--- src/rtl/sram_responder.sv ---
// sram_responder: serves the core's instruction and data fetch ports from one
// external 16-bit asynchronous SRAM, two halfword accesses per 32-bit word.
// Optional feature macro: SRAM_RESP_IBUF_EN (one-entry instruction buffer).
module sram_responder #(
    parameter int WAIT_CYCLES = 2,
    parameter int SRAM_AW     = 20
) (
    input  logic               clk,
    input  logic               rst,
    input  logic               dread_ce,
    input  logic               dwrite_ce,
    input  logic [31:0]        drom_addr,
    input  logic [31:0]        wdata,
    output logic [31:0]        rom_rdata,
    output logic               rfin_a,
    output logic               rfin_b,
    output logic               wfin_a,
    output logic               wfin_b,
    input  logic               iread_ce,
    input  logic [31:0]        irom_addr,
    output logic [31:0]        rom_inst,
    output logic               rfin_c,
    output logic               rfin_d,
    output logic [SRAM_AW-1:0] sram_addr,
    output logic [15:0]        sram_wdata,
    input  logic [15:0]        sram_rdata,
    output logic               sram_dq_oe,
    output logic               sram_ce_n,
    output logic               sram_oe_n,
    output logic               sram_we_n,
    output logic [2:0]         dbg_state
);
    // Request protocol: a port holds its ce high until it sees its fin_b pulse;
    // the access runs to completion even if ce drops, and a new access on that
    // port starts only after its ce has been seen low in DONE.
    localparam logic [2:0] S_IDLE     = 3'd0;
    localparam logic [2:0] S_A_SETUP  = 3'd1;
    localparam logic [2:0] S_A_STROBE = 3'd2;
    localparam logic [2:0] S_B_SETUP  = 3'd3;
    localparam logic [2:0] S_B_STROBE = 3'd4;
    localparam logic [2:0] S_DONE     = 3'd5;
    localparam logic [2:0] S_HIT      = 3'd6;

    localparam logic [1:0] K_DRD = 2'd0;
    localparam logic [1:0] K_DWR = 2'd1;
    localparam logic [1:0] K_IRD = 2'd2;

    localparam int              CNT_W    = (WAIT_CYCLES > 1) ? $clog2(WAIT_CYCLES) : 1;
    localparam logic [CNT_W-1:0] CNT_LAST = CNT_W'(WAIT_CYCLES - 1);

    logic [2:0]         state_q, state_d;
    logic [CNT_W-1:0]   cnt_q, cnt_d;
    logic [1:0]         kind_q, kind_d;
    logic [29:0]        addr_q, addr_d;
    logic [31:0]        wdata_q, wdata_d;
    logic [15:0]        lo_q, lo_d;
    logic [31:0]        rom_rdata_q, rom_rdata_d;
    logic [31:0]        rom_inst_q, rom_inst_d;
    logic [SRAM_AW-1:0] sram_addr_q, sram_addr_d;
    logic [15:0]        sram_wdata_q, sram_wdata_d;
    logic               dq_oe_q, dq_oe_d;
    logic               ce_n_q, ce_n_d;
    logic               oe_n_q, oe_n_d;
    logic               we_n_q, we_n_d;
    logic [5:0]         fin_q, fin_d;     // {rfin_d, rfin_c, wfin_b, wfin_a, rfin_b, rfin_a}
    logic               last_strobe;
    logic               active, strobe, half_b, is_wr, fin_a_ev, fin_b_ev;
`ifdef SRAM_RESP_IBUF_EN
    // rom_inst_q doubles as the buffered word: it always holds the last
    // completed instruction read, which is exactly what a hit returns.
    logic               ibuf_valid_q, ibuf_valid_d;
    logic [29:0]        ibuf_addr_q, ibuf_addr_d;
`endif

    logic unused_bits;
    assign unused_bits = ^{drom_addr[1:0], irom_addr[1:0], addr_q};

    assign last_strobe = (cnt_q == CNT_LAST);

    // Next-state, latching and registered SRAM pin / fin values.
    always_comb begin
        state_d     = state_q;
        kind_d      = kind_q;
        addr_d      = addr_q;
        wdata_d     = wdata_q;
        lo_d        = lo_q;
        rom_rdata_d = rom_rdata_q;
        rom_inst_d  = rom_inst_q;
`ifdef SRAM_RESP_IBUF_EN
        ibuf_valid_d = ibuf_valid_q;
        ibuf_addr_d  = ibuf_addr_q;
`endif
        case (state_q)
            S_IDLE: begin
                if (dwrite_ce) begin
                    kind_d  = K_DWR;
                    addr_d  = drom_addr[31:2];
                    wdata_d = wdata;
                    state_d = S_A_SETUP;
`ifdef SRAM_RESP_IBUF_EN
                    ibuf_valid_d = 1'b0;
`endif
                end else if (dread_ce) begin
                    kind_d  = K_DRD;
                    addr_d  = drom_addr[31:2];
                    state_d = S_A_SETUP;
                end else if (iread_ce) begin
                    kind_d  = K_IRD;
                    addr_d  = irom_addr[31:2];
`ifdef SRAM_RESP_IBUF_EN
                    if (ibuf_valid_q && (irom_addr[31:2] == ibuf_addr_q)) state_d = S_HIT;
                    else state_d = S_A_SETUP;
`else
                    state_d = S_A_SETUP;
`endif
                end
            end
            S_A_SETUP:  state_d = S_A_STROBE;
            S_A_STROBE: begin
                if (last_strobe) begin
                    state_d = S_B_SETUP;
                    if (kind_q != K_DWR) lo_d = sram_rdata;
                end
            end
            S_B_SETUP:  state_d = S_B_STROBE;
            S_B_STROBE: begin
                if (last_strobe) begin
                    state_d = S_DONE;
                    if (kind_q == K_DRD) rom_rdata_d = {sram_rdata, lo_q};
                    if (kind_q == K_IRD) begin
                        rom_inst_d = {sram_rdata, lo_q};
`ifdef SRAM_RESP_IBUF_EN
                        ibuf_valid_d = 1'b1;
                        ibuf_addr_d  = addr_q;
`endif
                    end
                end
            end
            S_HIT:      state_d = S_DONE;
            S_DONE: begin
                if (kind_q == K_IRD) begin
                    if (!iread_ce) state_d = S_IDLE;
                end else if (!dread_ce && !dwrite_ce) begin
                    state_d = S_IDLE;
                end
            end
            default:    state_d = S_IDLE;
        endcase

        cnt_d = '0;
        if ((state_q == S_A_STROBE || state_q == S_B_STROBE) && !last_strobe)
            cnt_d = cnt_q + CNT_W'(1);

        // Pins are registered from the next state so they line up with the state.
        active = (state_d == S_A_SETUP) || (state_d == S_A_STROBE) ||
                 (state_d == S_B_SETUP) || (state_d == S_B_STROBE);
        strobe = (state_d == S_A_STROBE) || (state_d == S_B_STROBE);
        half_b = (state_d == S_B_SETUP) || (state_d == S_B_STROBE);
        is_wr  = (kind_d == K_DWR);
        ce_n_d = !active;
        oe_n_d = !(strobe && !is_wr);
        we_n_d = !(strobe && is_wr);
        dq_oe_d = active && is_wr;
        sram_addr_d  = sram_addr_q;
        sram_wdata_d = sram_wdata_q;
        if (active) sram_addr_d = {addr_d[SRAM_AW-2:0], half_b};
        if (active && is_wr) sram_wdata_d = half_b ? wdata_d[31:16] : wdata_d[15:0];

        fin_a_ev = ((state_q == S_A_STROBE) && (state_d == S_B_SETUP)) || (state_d == S_HIT);
        fin_b_ev = (state_d == S_DONE) && (state_q != S_DONE);
        fin_d = {fin_b_ev && (kind_d == K_IRD), fin_a_ev && (kind_d == K_IRD),
                 fin_b_ev && (kind_d == K_DWR), fin_a_ev && (kind_d == K_DWR),
                 fin_b_ev && (kind_d == K_DRD), fin_a_ev && (kind_d == K_DRD)};
    end

    // State and output registers; reset abandons any access in flight.
    always_ff @(posedge clk) begin
        if (rst) begin
            state_q      <= S_IDLE;
            cnt_q        <= '0;
            kind_q       <= K_DRD;
            addr_q       <= '0;
            wdata_q      <= '0;
            lo_q         <= '0;
            rom_rdata_q  <= '0;
            rom_inst_q   <= '0;
            sram_addr_q  <= '0;
            sram_wdata_q <= '0;
            dq_oe_q      <= 1'b0;
            ce_n_q       <= 1'b1;
            oe_n_q       <= 1'b1;
            we_n_q       <= 1'b1;
            fin_q        <= '0;
`ifdef SRAM_RESP_IBUF_EN
            ibuf_valid_q <= 1'b0;
            ibuf_addr_q  <= '0;
`endif
        end else begin
            state_q      <= state_d;
            cnt_q        <= cnt_d;
            kind_q       <= kind_d;
            addr_q       <= addr_d;
            wdata_q      <= wdata_d;
            lo_q         <= lo_d;
            rom_rdata_q  <= rom_rdata_d;
            rom_inst_q   <= rom_inst_d;
            sram_addr_q  <= sram_addr_d;
            sram_wdata_q <= sram_wdata_d;
            dq_oe_q      <= dq_oe_d;
            ce_n_q       <= ce_n_d;
            oe_n_q       <= oe_n_d;
            we_n_q       <= we_n_d;
            fin_q        <= fin_d;
`ifdef SRAM_RESP_IBUF_EN
            ibuf_valid_q <= ibuf_valid_d;
            ibuf_addr_q  <= ibuf_addr_d;
`endif
        end
    end

    assign rom_rdata  = rom_rdata_q;
    assign rom_inst   = rom_inst_q;
    assign sram_addr  = sram_addr_q;
    assign sram_wdata = sram_wdata_q;
    assign sram_dq_oe = dq_oe_q;
    assign sram_ce_n  = ce_n_q;
    assign sram_oe_n  = oe_n_q;
    assign sram_we_n  = we_n_q;
    assign {rfin_d, rfin_c, wfin_b, wfin_a, rfin_b, rfin_a} = fin_q;
    assign dbg_state  = state_q;
endmodule

--- config.mk ---
export PLATFORM = sky130hd
export DESIGN_NAME = sram_responder
export DESIGN_NICKNAME = d
export VERILOG_FILES = /design/src/rtl/sram_responder.sv
export SDC_FILE = /design/constraint.sdc
export NUM_CORES = 1
export LEC_CHECK = 0
export BUFFER_PORTS_ARGS = -buffer_cell sky130_fd_sc_hd__buf_2
export CORE_UTILIZATION = 54
export DETAILED_ROUTE_END_ITERATION = 8
export PLACE_DENSITY = 0.85
export SYNTH_ARGS = -nofsm -noshare
export SYNTH_HDL_FRONTEND = slang
export SYNTH_SLANG_ARGS = --single-unit
--- constraint.sdc ---
create_clock -name clk -period 4.3 [get_ports clk]
set_clock_uncertainty 0.1 [all_clocks]
set_input_delay 0.43 -clock clk [delete_from_list [all_inputs] [get_ports clk]]
set_output_delay 0.43 -clock clk [all_outputs]
set_load 0.02 [all_outputs]
==> results.md <==
Clocking:
- After clock tree synthesis, the flow added hold-fix buffers numbering 0.
- The latest clock arrival within the worst-skew pair is 0.42 ns.
- After clock tree synthesis, the setup repair step added 0 buffers.
- In this run, post-CTS repair resized a total of 0 instances.
- The tree is rooted in a sky130_fd_sc_hd__clkbuf_16.
- TritonCTS built the clock tree.
- The number of CTS-inserted buffers is 17.
- The H-tree was split into 4 levels.
- After clock tree synthesis, the clock-pin slew on the worst setup and hold paths is 0.06 ns.
- The maximum root-to-sink buffer count is 2.
- CTS saw 183 sinks.

Timing:
- At the pin with the least slew margin, the transition time is 1.24 ns.
- The max-slew violation count came to 0.
- The sum of negative setup slack is 0 ns.
- The final hold violation count is 0.
- Static timing analysis puts the maximum clock frequency at 340 MHz.
- The relative slew slack is 0.170.
- Setup violations remaining at the end of the flow were counted as 0.
- For the finished layout, the period the worst path requires is 2.94 ns.
- Dividing the final minimum period by the clock period gives 0.685.
- Across all hold checks on the routed design, the worst slack comes to 0.152 ns.
- Setup repair after global routing left no endpoint under its margin.
- The worst setup margin is ~1.4 ns.

Floorplan:
- The row count is between 40 and 50.
- From bottom edge to top edge, the die measures 115 um.
- The initial utilization of the core area, before any placement, comes to 0.551.
- The standard cell core area is roughly 0.013 mm^2.
- The total die area is around 0.013 mm^2.
- The horizontal die dimension is roughly 120 um.
- In this run the count of I/O pins placed on the die edge is between 200 and 250.

Setup path:
- The register-to-register setup slack is 1.36 ns.
- The maximum fanout along the worst path is 24.
- STA classifies the critical path startpoint as a flop.
- The data arrival at the endpoint of the critical path is 3.20 ns.
- The kind of critical path is reg2reg.
- Counting cells, the worst reg-to-reg path comes to 4.
- The required time of the worst setup path is 4.56 ns.
- The worst setup path is captured at a flop.

Global route:
- The total overflow left after global routing is 0.
- The largest net degree at the start of global routing is 100.
- The initial antenna violation count is 1.
- The first global-routing pass estimated 27,400 um of wire.
- The global-route usage over all layers is 0.264.
- The number of global-route vias before repair is 5,740.

Power and ir drop:
- For this design the static power due to leakage is 0.00390 uW.
- The register share of total power is 0.404.
- The largest voltage drop on the vdd net is 0.000350 V.
- Of the total power, the share spent switching nets is 0.336.
- The share of total power dissipated in combinational logic is 0.295.
- The internal power is 3630 uW.
- The power dissipated by switching net loads is 1830 uW.
- Power spread over the standard cell area amounts to 632 mW/mm^2.
- Of the total power, the clock network draws 0.301.

Flow run:
- Max-cap violations in this run came to 0.

Hold path:
- The type of the most critical hold path is in2reg.
- Counting instances, the worst hold path has a depth of 3.

Synthesis:
- The synthesized-area fraction occupied by adder cells is 0.
- The most used flip-flop cell after synthesis is sky130_fd_sc_hd__dfxtp_1.
- In this run the mean area of a mapped cell was 8.52 um^2.
- The synthesized netlist contains 47 unique library cells.
- In this run, synthesis inferred 0 flip-flops with an integrated enable.
- Of all flip-flops after synthesis, the portion carrying an async set or reset was 0.
- Summing every instance area after synthesis gives between 0.006 and 0.007 mm^2.
- Counting every instance in the synthesized netlist gives 813.
- The synthesized design contains 183 register bits.
- The area share of and/or/nand/nor cells after synthesis is 0.241.
- The synthesized net count is 930.
- Of the total synthesized cell area, the portion taken by XOR and XNOR cells is 0.00126.
- The post-synthesis compound-gate area fraction is 0.140.
- The sequential element share of the synthesized area is 0.529.
- The count of warnings emitted by yosys is 0.
- The dominant combinational cell family by area after synthesis is simple AND/OR/NAND/NOR gates.
- The post-synthesis mux area share is 0.0482.

Route:
- The total wire length after detailed routing is 17,500 um.
- After detailed routing, the number of remaining DRC violations is 0.
- After detailed routing, the number of vias per cell comes to 5.42.
- The first TritonRoute pass finished after 5 iterations.
- The DRC marker count from the first detailed-route iteration is between 400 and 500.
- The post-route antenna net violation count is 0.
- After detailed routing, the average wire length per cell comes to 15.0 um.
- Summing over every cut layer, the via total after detailed routing is 6,330.

Finish:
- In the layout the commonest cells are sky130_fd_sc_hd__nand2_1, sky130_fd_sc_hd__buf_2, sky130_fd_sc_hd__dfxtp_1.
- The area added between synthesis and finish is 24.8%.
- For this run, the post-layout net count is 1,099.
- The fraction of final layout cells sized beyond drive strength 1 is 0.256.
- The library cell used most frequently in the layout, excluding fill and tap cells, is sky130_fd_sc_hd__nand2_1.
- The filler cell count in the final layout is 1,054.

Placement:
- The HPWL after detailed placement is 11,300 um.
- The global placer's final weighted congestion is approximately 0.8.
- At the placement stage, the worst setup path has a slack of 1.37 ns.
- The number of buffers added on ports is 203.

Run status:
- The flow ran to the end, and the final reports show no timing, DRC or antenna violations.
cells by family (layout without fill, tap and decap cells):
| logic type | count (synthesis) | in the layout |
|---|---|---|
| AO/OA/AOI/OAI | 153 | 153 |
| AND/OR/NAND/NOR | 375 | 375 |
| XOR/XNOR | 1 | 1 |
| other | 0 | 1 |
| multiplexers | 33 | 33 |
| buffers and inverters | 68 | 249 |
| flip-flops | 183 | 183 |
power groups by stage:
stage,Clock (uW),Sequential [uW],Combinational (uW)
3_5_place_dp,0,2240,1600
4_1_cts,1670,2200,1620
6_report,1640,2210,1610
2_1_floorplan,0,2350,1020
3_3_place_gp,0,2230,1580
5_1_grt,1750,2240,1770
metal layers:
metal,vias up,track usage,share of wire
met5,-,0,0
met4,0,0.118,0.021
met3,34,0.0691,0.067
met2,230,0.447,0.49
met1,2960,0.316,0.42
li1,3106,-,-
worst paths after layout:
check,from,to
setup / recovery,dbg_state[1],sram_addr[13]
hold reg to reg,sram_wdata[6],sram_wdata[6]
hold / removal,wdata[18],wdata_q[18]
setup reg to reg,dbg_state[1],sram_addr[13]
synth_stat cells (2+ instances only):
| master | n | area share |
|---|---|---|
| sky130_fd_sc_hd__or4_1 | 2 | 0.0022 |
| sky130_fd_sc_hd__nor3_1 | 4 | 0.0029 |
| sky130_fd_sc_hd__or3_1 | 21 | 0.019 |
| sky130_fd_sc_hd__o21ai_0 | 3 | 0.0022 |
| sky130_fd_sc_hd__nor2_1 | 25 | 0.014 |
| sky130_fd_sc_hd__a211o_1 | 2 | 0.0025 |
| sky130_fd_sc_hd__a21oi_1 | 101 | 0.073 |
| sky130_fd_sc_hd__nor2b_1 | 20 | 0.018 |
| sky130_fd_sc_hd__or2_2 | 3 | 0.0027 |
| sky130_fd_sc_hd__buf_4 | 2 | 0.0022 |
| sky130_fd_sc_hd__mux2i_1 | 32 | 0.046 |
| sky130_fd_sc_hd__a32oi_1 | 16 | 0.020 |
| sky130_fd_sc_hd__clkbuf_1 | 50 | 0.027 |
| sky130_fd_sc_hd__nand2_1 | 249 | 0.13 |
| sky130_fd_sc_hd__inv_1 | 4 | 0.0022 |
| sky130_fd_sc_hd__nand3_1 | 19 | 0.014 |
| sky130_fd_sc_hd__a21o_1 | 2 | 0.0022 |
| sky130_fd_sc_hd__dfxtp_1 | 183 | 0.53 |
| sky130_fd_sc_hd__and3_1 | 19 | 0.017 |
| sky130_fd_sc_hd__nor4_1 | 3 | 0.0027 |
| sky130_fd_sc_hd__a32o_1 | 19 | 0.027 |
| sky130_fd_sc_hd__buf_2 | 9 | 0.0065 |
flip-flops by register name, summed over array words and instances, names as in the netlist:
name        flops
dbg_state       3
sram_ce_n       1
fin_q           6
kind_q          2
lo_q           16
sram_we_n       1
wdata_q        32
sram_wdata     16
sram_oe_n       1
sram_addr      20
addr_q         19
cnt_q           1
sram_dq_oe      1
rom_inst       32
rom_rdata      32
critical path, stage by stage (launching register included):
cell and delay (ns):
sky130_fd_sc_hd__dfxtp_1 0.49, sky130_fd_sc_hd__or3_1 0.77, sky130_fd_sc_hd__o41ai_2 0.57, sky130_fd_sc_hd__and2_1 0.73
sky130_fd_sc_hd__a32o_1 0.22
area by class of cell:
cell class | instances | area (um^2) | share of cell area
sequential | 183 | 3660 | 0.424
multi-input combinational | 562 | 3020 | 0.350
timing repair buffer | 213 | 1090 | 0.127
clock buffer | 20 | 457 | 0.0528
tap | 172 | 215 | 0.0249
clock inverter | 11 | 171 | 0.0198
inverter | 5 | 18.8 | 0.00217
antenna | 1 | 2.50 | 0.000289
stage by stage:
step,cells,total power [uW],utilization,cell area (um^2)
finish,1167,5470,0.688,8640
global route,1167,5760,0.688,8640
CTS,1166,5490,0.688,8640
detailed placement,1135,3840,0.638,8010
global placement,1135,3800,0.638,8010
floorplan,813,3380,-,6930
Power figures use the tool's default switching activity.
